===== src/rtl/imm_field_decode.sv =====
// Decode-stage front end: splits fetched RISC-V words into register fields and a
// packed raw immediate, buffered in a 2-entry skid FIFO so in_ready is registered.
module imm_field_decode (
  input  logic        clk,
  input  logic        rst,
  input  logic        in_valid,
  output logic        in_ready,
  input  logic [31:0] in_instr,
  input  logic [31:0] in_pc,
  input  logic        flush,
  output logic        out_valid,
  input  logic        out_ready,
  output logic [31:0] out_pc,
  output logic [6:0]  out_opcode,
  output logic [4:0]  out_rd,
  output logic [4:0]  out_rs1,
  output logic [4:0]  out_rs2,
  output logic [2:0]  out_funct3,
  output logic [6:0]  out_funct7,
  output logic [19:0] out_imm_in,
  output logic [1:0]  out_imm_ext_en,
  output logic [1:0]  out_imm_sh,
  output logic        out_illegal
);

  localparam logic [6:0] OP_LOAD   = 7'b0000011;
  localparam logic [6:0] OP_FENCE  = 7'b0001111;
  localparam logic [6:0] OP_IMM    = 7'b0010011;
  localparam logic [6:0] OP_AUIPC  = 7'b0010111;
  localparam logic [6:0] OP_STORE  = 7'b0100011;
  localparam logic [6:0] OP_OP     = 7'b0110011;
  localparam logic [6:0] OP_LUI    = 7'b0110111;
  localparam logic [6:0] OP_BRANCH = 7'b1100011;
  localparam logic [6:0] OP_JALR   = 7'b1100111;
  localparam logic [6:0] OP_JAL    = 7'b1101111;
  localparam logic [6:0] OP_SYSTEM = 7'b1110011;

  localparam logic [1:0] EXT_S12 = 2'b00;
  localparam logic [1:0] EXT_S20 = 2'b01;
  localparam logic [1:0] EXT_U12 = 2'b10;
  localparam logic [1:0] EXT_U20 = 2'b11;

  localparam logic [1:0] SH_NONE = 2'b00;
  localparam logic [1:0] SH_1    = 2'b01;
  localparam logic [1:0] SH_12   = 2'b10;

  typedef enum logic [1:0] {
    EMPTY = 2'b00,
    ONE   = 2'b01,
    TWO   = 2'b10
  } state_t;

  typedef struct packed {
    logic [31:0] pc;
    logic [6:0]  opcode;
    logic [4:0]  rd;
    logic [4:0]  rs1;
    logic [4:0]  rs2;
    logic [2:0]  funct3;
    logic [6:0]  funct7;
    logic [19:0] imm_in;
    logic [1:0]  imm_ext_en;
    logic [1:0]  imm_sh;
    logic        illegal;
  } entry_t;

  function automatic entry_t decode_instr(input logic [31:0] instr, input logic [31:0] pc);
    entry_t e;
    e        = '0;
    e.pc     = pc;
    e.opcode = instr[6:0];
    e.rd     = instr[11:7];
    e.rs1    = instr[19:15];
    e.rs2    = instr[24:20];
    e.funct3 = instr[14:12];
    e.funct7 = instr[31:25];
    case (instr[6:0])
      OP_LOAD, OP_JALR: begin
        e.imm_in = {8'b0, instr[31:20]};
      end
      OP_IMM: begin
        // funct3 001/101 are the shift-immediate forms; shamt is unsigned
        if (instr[13:12] == 2'b01) begin
          e.imm_in     = {15'b0, instr[24:20]};
          e.imm_ext_en = EXT_U12;
        end else begin
          e.imm_in = {8'b0, instr[31:20]};
        end
      end
      OP_STORE: begin
        e.imm_in = {8'b0, instr[31:25], instr[11:7]};
      end
      OP_BRANCH: begin
        e.imm_in = {8'b0, instr[31], instr[7], instr[30:25], instr[11:8]};
        e.imm_sh = SH_1;
      end
      OP_JAL: begin
        e.imm_in     = {instr[31], instr[19:12], instr[20], instr[30:21]};
        e.imm_ext_en = EXT_S20;
        e.imm_sh     = SH_1;
      end
      OP_LUI, OP_AUIPC: begin
        e.imm_in     = instr[31:12];
        e.imm_ext_en = EXT_U20;
        e.imm_sh     = SH_12;
      end
      OP_SYSTEM: begin
        if (instr[14]) begin
          e.imm_in     = {15'b0, instr[19:15]};
          e.imm_ext_en = EXT_U12;
        end
      end
      OP_OP, OP_FENCE: begin
        e.imm_in = '0;
      end
      default: begin
        e.illegal = 1'b1;
      end
    endcase
    if (instr[1:0] != 2'b11) begin
      e.illegal    = 1'b1;
      e.imm_in     = '0;
      e.imm_ext_en = EXT_S12;
      e.imm_sh     = SH_NONE;
    end
    return e;
  endfunction

  entry_t dec_p0;
  entry_t head_p1;
  entry_t skid_p1;
  state_t state_q;
  state_t state_d;
  logic   in_ready_q;
  logic   push;
  logic   pop;
  logic   load_head_dec;
  logic   load_head_skid;
  logic   load_skid;

  // Stage 0: combinational decode of the incoming word
  assign dec_p0 = decode_instr(in_instr, in_pc);
  assign push   = in_valid & in_ready_q;
  assign pop    = (state_q != EMPTY) & out_ready;

  always_comb begin
    state_d        = state_q;
    load_head_dec  = 1'b0;
    load_head_skid = 1'b0;
    load_skid      = 1'b0;
    case (state_q)
      EMPTY: begin
        if (push) begin
          state_d       = ONE;
          load_head_dec = 1'b1;
        end
      end
      ONE: begin
        if (push && pop) begin
          load_head_dec = 1'b1;
        end else if (push) begin
          state_d   = TWO;
          load_skid = 1'b1;
        end else if (pop) begin
          state_d = EMPTY;
        end
      end
      TWO: begin
        if (pop) begin
          state_d        = ONE;
          load_head_skid = 1'b1;
        end
      end
      default: begin
        state_d = EMPTY;
      end
    endcase
    // Flush drops everything, including a push landing on the same edge
    if (flush) begin
      state_d        = EMPTY;
      load_head_dec  = 1'b0;
      load_head_skid = 1'b0;
      load_skid      = 1'b0;
    end
  end

  always_ff @(posedge clk or posedge rst) begin
    if (rst) begin
      state_q    <= EMPTY;
      in_ready_q <= 1'b1;
    end else begin
      state_q    <= state_d;
      in_ready_q <= (state_d != TWO);
    end
  end

  // Stage 1: head/skid entry registers feeding the outputs directly
  always_ff @(posedge clk or posedge rst) begin
    if (rst) begin
      head_p1 <= '0;
      skid_p1 <= '0;
    end else begin
      if (load_head_dec) begin
        head_p1 <= dec_p0;
      end else if (load_head_skid) begin
        head_p1 <= skid_p1;
      end
      if (load_skid) begin
        skid_p1 <= dec_p0;
      end
    end
  end

  assign in_ready       = in_ready_q;
  assign out_valid      = (state_q != EMPTY);
  assign out_pc         = head_p1.pc;
  assign out_opcode     = head_p1.opcode;
  assign out_rd         = head_p1.rd;
  assign out_rs1        = head_p1.rs1;
  assign out_rs2        = head_p1.rs2;
  assign out_funct3     = head_p1.funct3;
  assign out_funct7     = head_p1.funct7;
  assign out_imm_in     = head_p1.imm_in;
  assign out_imm_ext_en = head_p1.imm_ext_en;
  assign out_imm_sh     = head_p1.imm_sh;
  assign out_illegal    = head_p1.illegal;

endmodule


===== config.mk =====
export PLATFORM = sky130hd
export DESIGN_NAME = imm_field_decode
export DESIGN_NICKNAME = d
export VERILOG_FILES = /design/src/rtl/imm_field_decode.sv
export SDC_FILE = /design/constraint.sdc
export NUM_CORES = 1
export LEC_CHECK = 0
export BUFFER_PORTS_ARGS = -buffer_cell sky130_fd_sc_hd__buf_2
export CAP_MARGIN = 20
export CORE_ASPECT_RATIO = 1.1
export CORE_MARGIN = 3
export CORE_UTILIZATION = 55
export CTS_CLUSTER_DIAMETER = 40
export DETAILED_ROUTE_END_ITERATION = 8
export GPL_TIMING_DRIVEN = 0
export MAX_ROUTING_LAYER = met4
export PLACE_DENSITY = 0.8
export SYNTH_ARGS = -nofsm -noshare
export SYNTH_HDL_FRONTEND = slang
export SYNTH_SLANG_ARGS = --single-unit

===== constraint.sdc =====
create_clock -name clk -period 6.85 [get_ports clk]
set_clock_uncertainty 0.05 [all_clocks]
set_input_delay 1.37 -clock clk [delete_from_list [all_inputs] [get_ports clk]]
set_output_delay 1.37 -clock clk [all_outputs]
set_load 0.02 [all_outputs]

==> results of run 1 <==
[cells in the final DEF (no fill, tap or decap), types with 3 or more instances in the layout]
cell type	instances
a21oi_1	11
mux2_2	3
mux2i_1	7
a211oi_1	22
clkbuf_16	17
a22o_1	65
nand3_1	4
nor2_1	19
a41oi_1	10
nor4_1	5
dfrtp_1	180
nand2_1	215
nor2b_1	24
inv_1	6
clkinv_4	3
a21o_1	65
o21ai_0	22
o21ai_1	6
a22oi_1	14
a31oi_1	16
a221oi_1	5
clkbuf_1	21
buf_2	188
clkinv_2	4
nor3_1	3
buf_4	7
[state kept, by name, indices dropped and copies added, names as in the netlist]
signal and flops:
skid_p1 89, out_pc 32, out_imm_in 20, out_funct7 7, out_opcode 7, out_rd 5
out_rs1 5, out_rs2 5, out_funct3 3, out_imm_ext_en 2, out_imm_sh 2, state_q 2
in_ready 1, out_illegal 1
[cells by family after synthesis]
| family | after synthesis |
|---|---|
| simple gates | 287 |
| compound gates | 246 |
| flops | 181 |
| buf+inv | 66 |
| mux | 10 |
| xor+xnor | 1 |
[critical path, stage by stage]
cell and delay, ns:
buf_2 0.09, nand3b_1 0.17, nor4_2 0.65, buf_2 0.39, buf_4 0.23, nand2_1 0.12
nand2_1 0.08
[power by group]
group / total [mW] / switching [mW] / internal [mW]
clock network: 0.880 / 0.398 / 0.482
registers: 1.42 / 0.122 / 1.29
logic: 0.610 / 0.370 / 0.240
[worst min path at each step]
| stage | start | to | slack, ns | cells past startpoint |
|---|---|---|---|---|
| finish | out_pc[9] | out_pc[9] | 0.42 | 1 |
| global route | out_rs2[2] | out_rs2[2] | 0.44 | 1 |
| CTS | out_rd[1] | out_rd[1] | 0.42 | 1 |
| detailed placement | out_rs2[1] | out_rs2[1] | 0.41 | 1 |
| global placement | out_funct7[1] | out_funct7[1] | 0.40 | 1 |
| floorplan | skid_p1[1] | skid_p1[1] | 0.40 | 2 |
[routing by layer]
metal	GRT usage (%)	part of all wire [%]	wire (µm)
met1	37.55	40	8704
met2	43.63	48	10620
met3	6.883	8.5	1863
met4	13.08	3.5	758
met5	-	0	0
[stage by stage]
step	cell area, µm²	power (mW)	hold WS, ns
final	9642	2.905	0.4177
after global routing	9642	3.050	0.4379
after CTS	9642	2.915	0.4240
after detailed placement	9116	2.041	0.4100
after global placement	9081	2.015	0.4045
after floorplan	8065	1.810	0.3955
[cell type report]
| class | count | area (µm²) | share of cell area [%] |
|---|---|---|---|
| buffer | 59 | 305.3 | 3.166 |
| clock buffer | 24 | 471.7 | 4.892 |
| clock inverter | 8 | 53.80 | 0.5580 |
| inverter | 7 | 33.78 | 0.3504 |
| multi-input combinational | 544 | 3203 | 33.22 |
| sequential | 181 | 4531 | 46.99 |
| tap | 188 | 235.2 | 2.440 |
| timing repair buffer | 157 | 808.3 | 8.383 |
==> impl_metrics.py, run 1 <==
metrics = {
    "timing": {
        "final_hold_viol_count": 0,
        "min_period_ns": 2.779,
        "finalSetupViolCount": 0,
        "min_period_over_period_pct": 40.57,
        "tightest_slew_ns": 0.8048,
        "fmax_mhz": 359.8,
        "setup_ws_ns": 4.071,
        "drv_slew": 0,
        "slew_headroom_pct": 45.90,
        "tns_ns": 0,
        "grt_setup_unrepaired": "no",
    },
    "cts": {
        "cts.sinks": 181,
        "cts_root_buf": "clkbuf_16",
        "clock_path_buffers": 2,
        "cts_tree": "yes",
        "cts_max_level": 4,
        "post-cts-setup-buffer-count": 0,
        "cts.repair.resized": 0,
        "hold_buffers": 0,
        "clock_insertion_delay_worst_skew_ns": 0.43,
        "cts-buffers-inserted": 17,
        "clk_pin_slew_ns": 0.06,
    },
    "setup_path": {
        "r2r-start": "in_ready",
        "worst_setup_path_start_kind": "primary input",
        "critPathMaxFanout": 10,
        "endpoint": "skid_p1[2]",
        "crit_path_end_kind": "register",
        "worst-setup-path-type": "primary input to register",
        "crit_start": "in_valid",
        "cp_data_arrival_time_ns": 3.10,
        "r2r_cells": 6,
        "required_ns": 7.17,
        "r2r_setup_slack_ns": 4.56,
        "r2r-end": "skid_p1[2]",
    },
    "pwr": {
        "vdd_ir_drop_max_uv": 172.1,
        "power_leakage_nw": 5.069,
        "powerDensity_nw_per_um2": 301.3,
    },
    "place": {
        "place_congestion": 0.9407,
        "dp_hpwl_mm": 15.55,
        "numPortBuffers": 156,
        "dp_cells": 1136,
        "dp_slack_ns": 3.603,
    },
    "yosys": {
        "ys_ff_latch": 181,
        "synthSimpleGateAreaFrac_pct": 15.28,
        "yosysTopAreaCell": "dfrtp_1",
        "yosysWarnings": 0,
        "synth_edf_count": 0,
        "netlist_top_cells_area": "dfrtp_1 56%, nand2_1 10%, a22o_1 7.1%",
        "syn_area_per_cell_um2": 10.20,
        "synth_commonest_cells": "215 x nand2_1, 180 x dfrtp_1, 65 x a21o_1, 65 x a22o_1, 32 x buf_2",
        "synth_compound_area_share_pct": 23.04,
        "synth_xor_area_share_pct": 0.1086,
        "yosysTopAreaCellShare_pct": 55.85,
        "synthAdderAreaFrac_pct": 0,
        "synth_top_family_by_area": "compound AO/OA/AOI/OAI gates",
        "seq_area_frac_synth_pct": 56.17,
        "syn-num-nets": 860,
        "synthMuxAreaShare_pct": 1.288,
        "synthDistinctLibCells": 49,
        "synth_flop_cell": "dfrtp_1",
        "syn_inst": 791,
        "synth_area_um2": 8065,
        "ys_async_sr_fraction_pct": 100.0,
        "yosys.cell_count.top_type": "nand2_1",
    },
    "min_path": {
        "worst_hold_path_type": "register to register",
    },
    "finish": {
        "area_growth_pct": 19.55,
        "nets": 1036,
        "fill_cells": 1108,
        "stdcell_count": 1168,
        "fin_util_pct": 68.50,
        "layout-drive-gt1-share_pct": 24.49,
        "n_antenna_cell": 0,
    },
    "grt": {
        "grt_pass1_wl_mm": 35.47,
        "track_usage_pct": 29.01,
        "grt_start_max_net_pins": 109,
        "grt_overflow": 0,
        "antenna_found_initial": 0,
        "grt_pass1_vias": 6859,
    },
    "floorplanning": {
        "core_um2": 14080,
        "boundaryPins": 160,
        "die_w_um": 121.5,
        "fp.dieH_um": 133.0,
        "start_util_pct": 57.30,
        "dieArea_um2": 16150,
        "rows": 45,
    },
    "route": {
        "vias": 6852,
        "routed_wirelength_mm": 21.94,
        "wl_per_cell_um": 18.79,
        "drc": 0,
        "postRouteAntennaNets": 0,
        "vias_per_cell": 5.866,
        "first_pass_iters": 7,
        "drt_iter0_drc": 743,
    },
    "run_status": {
        "outcome": "complete, no violations",
    },
    "run": {
        "maxCapViolCount": 0,
    },
}
No activity file was read; power rests on OpenSTA's default activity.
==> inputs of run 2 (changes only) <==
--- a/config.mk
+++ b/config.mk
@@ -9,12 +9,12 @@
 export CAP_MARGIN = 20
 export CORE_ASPECT_RATIO = 1.1
 export CORE_MARGIN = 3
-export CORE_UTILIZATION = 55
+export CORE_UTILIZATION = 50
 export CTS_CLUSTER_DIAMETER = 40
 export DETAILED_ROUTE_END_ITERATION = 8
 export GPL_TIMING_DRIVEN = 0
 export MAX_ROUTING_LAYER = met4
-export PLACE_DENSITY = 0.8
+export PLACE_DENSITY = 0.76
 export SYNTH_ARGS = -nofsm -noshare
 export SYNTH_HDL_FRONTEND = slang
 export SYNTH_SLANG_ARGS = --single-unit
==> constraint.sdc (replaced) <==
create_clock -name clk -period 2.3 [get_ports clk]
set_clock_uncertainty 0.05 [all_clocks]
set_input_delay 0.46 -clock clk [delete_from_list [all_inputs] [get_ports clk]]
set_output_delay 0.46 -clock clk [all_outputs]
set_load 0.02 [all_outputs]
==> impl_metrics.py, run 2 (synthesis gave the netlist of run 1 again) <==
metrics = {
    "finish": {
        "multi_input_comb_area_um2": 3203,
        "area_growth_pct": 21.80,
        "largest_reg_flops": 89,
        "layout_commonest_cell": "nand2_1",
        "final_cell_mix": "215 x nand2_1, 188 x buf_2, 180 x dfrtp_1",
        "fill_cells": 1334,
        "nets": 1041,
        "register_area_um2": 4531,
        "layout-drive-gt1-share_pct": 25.28,
        "n_antenna_cell": 0,
        "largest_register": "skid_p1",
    },
    "cts": {
        "cts-buffers-inserted": 17,
        "clock_insertion_delay_worst_skew_ns": 0.43,
        "cts_root_buf": "clkbuf_16",
        "cts.sinks": 181,
        "cts_max_level": 4,
        "clk_pin_slew_ns": 0.07,
        "cts.repair.resized": 0,
        "clock_path_buffers": 2,
        "cts_tree": "yes",
        "post-cts-setup-buffer-count": 0,
    },
    "place": {
        "numPortBuffers": 156,
        "place_congestion": 0.9225,
        "dp_hpwl_mm": 15.78,
    },
    "pwr": {
        "vdd_ir_drop_max_uv": 585.5,
        "power_leakage_nw": 5.133,
        "powerDensity_nw_per_um2": 923.7,
    },
    "grt": {
        "grt_overflow": 0,
        "antenna_found_initial": 0,
        "grt_pass1_vias": 6673,
        "grt_pass1_wl_mm": 35.39,
        "grt_start_max_net_pins": 42,
        "track_usage_pct": 26.00,
    },
    "setup_path": {
        "critPathMaxFanout": 10,
        "worst_setup_path_start_kind": "register",
        "r2r_setup_slack_ns": 0.06,
        "worst-setup-path-type": "register to register",
        "required_ns": 2.62,
        "crit_path_end_kind": "register",
        "cp_data_arrival_time_ns": 2.56,
    },
    "timing": {
        "drv_slew": 0,
        "finalSetupViolCount": 0,
        "tns_ns": 0,
        "tightest_slew_ns": 0.7075,
        "whs_ns": 0.1823,
        "grt_setup_unrepaired": "yes",
        "slew_headroom_pct": 52.44,
        "min_period_ns": 2.243,
        "min_period_over_period_pct": 97.54,
        "fmax_mhz": 445.7,
        "final_hold_viol_count": 0,
    },
    "route": {
        "vias_per_cell": 5.727,
        "drc": 0,
        "postRouteAntennaNets": 0,
        "drt_iter0_drc": 505,
        "first_pass_iters": 5,
        "vias": 6786,
        "wl_per_cell_um": 18.82,
        "routed_wirelength_mm": 22.31,
    },
    "floorplanning": {
        "boundaryPins": 160,
        "dieArea_um2": 17690,
        "start_util_pct": 51.26,
        "die_w_um": 127.1,
        "rows": 48,
        "fp.dieH_um": 139.2,
        "core_um2": 15740,
    },
    "min_path": {
        "worst_hold_path_type": "primary input to register",
    },
    "run_status": {
        "outcome": "complete, no violations",
    },
    "run": {
        "maxCapViolCount": 0,
    },
}
==> run 2: cell types whose count changed in the layout (fill, tap and decap cells not counted), moves of 2 or more <==
cell	before	now
clkbuf_1	21	16
buf_12	0	5
clkinvlp_4	1	5
bufinv_16	0	3
clkinv_2	4	2
inv_6	0	3
==> run 2: cell type report <==
type,count,share of cell area (%)
Sequential cell,181,46.12
Tap cell,200,2.547
Inverter,7,0.3057
Multi-Input combinational cell,544,32.61
Clock buffer,18,4.471
Clock inverter,14,1.770
Timing Repair Buffer,162,9.069
Buffer,59,3.108
==> run 2: metrics by stage <==
stage	std cells	setup slack [ns]	instance area [µm²]	power (mW)	util, %
after detailed placement	1152	0.03134	9200	6.092	58.47
after floorplan	791	-0.5318	8069	5.393	-
after global placement	1147	-1.673	9100	6.000	57.83
final	1185	0.05653	9823	9.074	62.43
after CTS	1185	0.05458	9823	9.115	62.43
after global routing	1185	-0.01822	9823	9.488	62.43
==> run 2: critical path, cell delays in order, from the launching register on <==
cell and delay (ns):
dfstp_2 0.54, nand3b_1 0.18, nor4_2 0.58, buf_2 0.40, buf_4 0.26, nand2_1 0.10, nand2_1 0.07
==> run 2: metal layers <==
metal / GRT usage (%) / vias to the layer above / share of wire (%)
li1: - / 3158 / -
met1: 34.65 / 3284 / 44
met2: 38.77 / 279 / 46
met3: 4.969 / 65 / 6.3
met4: 11.80 / 0 / 3.7
met5: - / - / 0
==> run 2: path summary, 6_finish.rpt <==
| check | to | cells after the start | start |
|---|---|---|---|
| min in group asynchronous | out_pc[25] | 3 | rst |
| max in group asynchronous | skid_p1[61] | 6 | rst |
| worst max register to register | skid_p1[2] | 6 | in_ready |
| worst max-delay path | skid_p1[2] | 6 | in_ready |
| worst min-delay path | skid_p1[82] | 3 | in_pc[25] |
| worst min register to register | out_rs1[4] | 1 | out_rs1[4] |
==> run 2: power by group <==
group          switching (mW)  leakage (nW)  internal [mW]
clock network            1.28         0.289           1.75
logic                    1.11          2.57          0.727
registers               0.360          2.27           3.85
total                    2.75          5.13           6.32
==> run 2: repair_timing <==
item                                   in CTS  in global routing
hold buffers                                1                  0
endpoints found under the hold margin      12                  0
setup endpoints to repair                   0                  3
==> inputs of run 3 (changes only) <==
==> config.mk (replaced) <==
export PLATFORM = sky130hd
export DESIGN_NAME = imm_field_decode
export DESIGN_NICKNAME = d
export VERILOG_FILES = /design/src/rtl/imm_field_decode.sv
export SDC_FILE = /design/constraint.sdc
export NUM_CORES = 1
export LEC_CHECK = 0
export ABC_AREA = 1
export BUFFER_PORTS_ARGS = -buffer_cell sky130_fd_sc_hd__buf_2
export CAP_MARGIN = 20
export CORE_ASPECT_RATIO = 1.25
export CORE_MARGIN = 3
export CORE_UTILIZATION = 60
export CTS_CLUSTER_DIAMETER = 40
export DETAILED_ROUTE_END_ITERATION = 8
export GPL_TIMING_DRIVEN = 0
export MAX_ROUTING_LAYER = met4
export PLACE_DENSITY = 0.85
export SYNTH_ARGS = -nofsm -noshare
export SYNTH_HDL_FRONTEND = slang
export SYNTH_SLANG_ARGS = --single-unit
==> constraint.sdc (replaced) <==
create_clock -name clk -period 2.85 [get_ports clk]
set_clock_uncertainty 0.05 [all_clocks]
set_input_delay 0.57 -clock clk [delete_from_list [all_inputs] [get_ports clk]]
set_output_delay 0.57 -clock clk [all_outputs]
set_load 0.02 [all_outputs]
==> impl_metrics.py, run 3 <==
metrics = {
    "yosys": {
        "yosysTopAreaCell": "dfrtp_1",
        "ys_ff_latch": 181,
        "yosysTopAreaCellShare_pct": 53.15,
        "netlist_top_cells_area": "dfrtp_1 53%, nand2_1 15%, inv_1 6.0%",
        "synth_flop_cell": "dfrtp_1",
        "synth_commonest_cells": "344 x nand2_1, 180 x dfrtp_1, 135 x inv_1",
        "seq_area_frac_synth_pct": 53.46,
        "yosysWarnings": 0,
        "synthDistinctLibCells": 26,
        "synth_edf_count": 0,
        "synth_area_um2": 8474,
        "syn-num-nets": 1123,
        "yosys.cell_count.top_type": "nand2_1",
        "syn_area_per_cell_um2": 8.040,
        "ys_async_sr_fraction_pct": 100.0,
        "syn_inst": 1054,
    },
    "setup_path": {
        "r2r-end": "out_imm_in[18]",
        "crit_path_end_kind": "register",
        "cp_data_arrival_time_ns": 2.42,
        "slowest_stage": "o21ai_0",
        "worst-setup-path-type": "register to register",
        "r2r_setup_slack_ns": 0.68,
        "r2r-start": "in_ready",
        "cp_cell_sequence": "nand2_1, inv_1, nand3_1, inv_1, nand2_2, clkbuf_1, o21ai_0, nand2_1",
        "endpoint": "out_imm_in[18]",
        "slowest_delay_ns": 0.57,
        "required_ns": 3.10,
        "crit_start": "in_ready",
        "critPathMaxFanout": 10,
        "worst_setup_path_start_kind": "register",
        "r2r_cells": 8,
    },
    "finish": {
        "final_cell_mix": "344 x nand2_1, 189 x buf_2, 180 x dfrtp_1",
        "largest_reg_flops": 89,
        "layout-drive-gt1-share_pct": 19.39,
        "area_growth_pct": 20.42,
        "fin_util_pct": 75.45,
        "n_antenna_cell": 0,
        "largest_register": "skid_p1",
        "layout_commonest_cell": "nand2_1",
        "nets": 1304,
    },
    "floorplanning": {
        "boundaryPins": 160,
        "dieArea_um2": 15590,
        "die_w_um": 112.3,
        "rows": 47,
        "fp.dieH_um": 138.9,
        "start_util_pct": 62.65,
        "core_um2": 13530,
    },
    "grt": {
        "grt_start_max_net_pins": 46,
        "track_usage_pct": 35.09,
        "grt_pass1_vias": 8180,
        "antenna_found_initial": 0,
        "grt_overflow": 0,
        "grt_pass1_wl_mm": 42.10,
    },
    "cts": {
        "clock_path_buffers": 2,
        "cts-buffers-inserted": 17,
        "cts_tree": "yes",
        "hold_buffers": 0,
        "cts_max_level": 4,
        "cts.sinks": 181,
        "clk_pin_slew_ns": 0.07,
        "cts.repair.resized": 0,
        "cts_root_buf": "clkbuf_16",
        "post-cts-setup-buffer-count": 0,
        "clock_insertion_delay_worst_skew_ns": 0.43,
    },
    "route": {
        "postRouteAntennaNets": 0,
        "drt_iter0_drc": 851,
        "drc": 0,
        "vias_per_cell": 5.706,
        "first_pass_iters": 8,
        "routed_wirelength_mm": 26.00,
        "wl_per_cell_um": 18.32,
        "vias": 8097,
    },
    "timing": {
        "finalSetupViolCount": 0,
        "fmax_mhz": 460.1,
        "drv_slew": 0,
        "min_period_ns": 2.174,
        "setup_ws_ns": 0.6765,
        "final_hold_viol_count": 0,
        "slew_headroom_pct": 51.41,
        "grt_setup_unrepaired": "no",
        "tightest_slew_ns": 0.7261,
        "min_period_over_period_pct": 76.26,
    },
    "pwr": {
        "powerDensity_nw_per_um2": 775.7,
        "power_leakage_nw": 5.400,
        "vdd_ir_drop_max_uv": 540.5,
    },
    "place": {
        "numPortBuffers": 158,
        "dp_slack_ns": 0.4831,
        "dp_hpwl_mm": 18.80,
        "place_congestion": 1.040,
    },
    "run_status": {
        "outcome": "complete, no violations",
    },
    "run": {
        "maxCapViolCount": 0,
    },
    "min_path": {
        "worst_hold_path_type": "primary input to async pin",
    },
}
## run 3: cell count changes in the layout (fill, tap and decap cells not counted), sizes merged, moves of 14 or more
cell / before / now
nor2b: 24 / 0
a22o: 65 / 0
nand2: 215 / 347
inv: 9 / 138
a22oi: 14 / 0
o221ai: 0 / 27
o21ai: 28 / 84
nor2: 19 / 52
o211ai: 0 / 40
nand3: 4 / 87
a31oi: 16 / 1
a21o: 65 / 0
a211oi: 22 / 1
## run 3: logic make-up (layout without fill, tap and decap cells)
| kind of cell | after synthesis | count (layout) | share of synthesized area (%) |
|---|---|---|---|
| AOI/OAI and AO/OA | 172 | 172 | 12.73 |
| buffers and inverters | 199 | 393 | 9.494 |
| DFF | 181 | 181 | 53.46 |
| and+or+nand+nor | 502 | 502 | 24.32 |
## run 3: worst max-delay path, delay by kind of cell (launching register included)
kind	cells	cell delay, ns
AOI/OAI and AO/OA	1	0.57
buffers and inverters	3	0.49
DFF	1	0.53
and+or+nand+nor	4	0.41
## run 3: metrics by stage
stage          instances  power (mW)  setup TNS (ns)  hold WS (ns)  cell area, µm²
3_5_place_dp        1387       5.396               0        0.4192            9563
2_1_floorplan       1054       4.687          -16.52        0.3992            8478
5_1_grt             1419       8.302               0        0.2319           10200
6_report            1419       7.916               0        0.1894           10200
3_3_place_gp        1383       5.306         -198.85        0.4111            9483
4_1_cts             1419       7.929               0        0.2011           10200
## run 3: worst min path at each step
| stage | startpoint | end | slack (ns) | depth (start not counted) |
|---|---|---|---|---|
| 3_5_place_dp | skid_p1[6] | skid_p1[6] | 0.42 | 2 |
| 2_1_floorplan | skid_p1[10] | skid_p1[10] | 0.40 | 2 |
| 3_3_place_gp | out_imm_in[17] | out_imm_in[17] | 0.41 | 2 |
| 4_1_cts | rst | out_pc[0] | 0.20 | 2 |
| 6_report | rst | out_pc[0] | 0.19 | 2 |
| 5_1_grt | rst | out_pc[0] | 0.23 | 2 |
## run 3: routing by layer
layer	vias up	track usage [%]	share of wire [%]
met5	-	-	0
met4	0	16.08	4.6
met3	89	6.024	7.5
met2	404	58.40	50
met1	3852	41.66	38
li1	3752	-	-
## run 3: area by class of cell
cell class	instances	area, µm²
Inverter	137	518.0
Timing Repair Buffer	162	870.8
Clock inverter	13	198.9
Clock buffer	19	442.9
Fill cell	994	3321
Tap cell	171	214.0
Buffer	62	290.3
Sequential cell	181	4531
Multi-Input combinational cell	674	3139
## run 3: where the power goes
part / switching [mW] / internal, mW
registers: 0.272 / 3.22
clock network: 1.02 / 1.51
logic: 1.27 / 0.631
total: 2.56 / 5.35
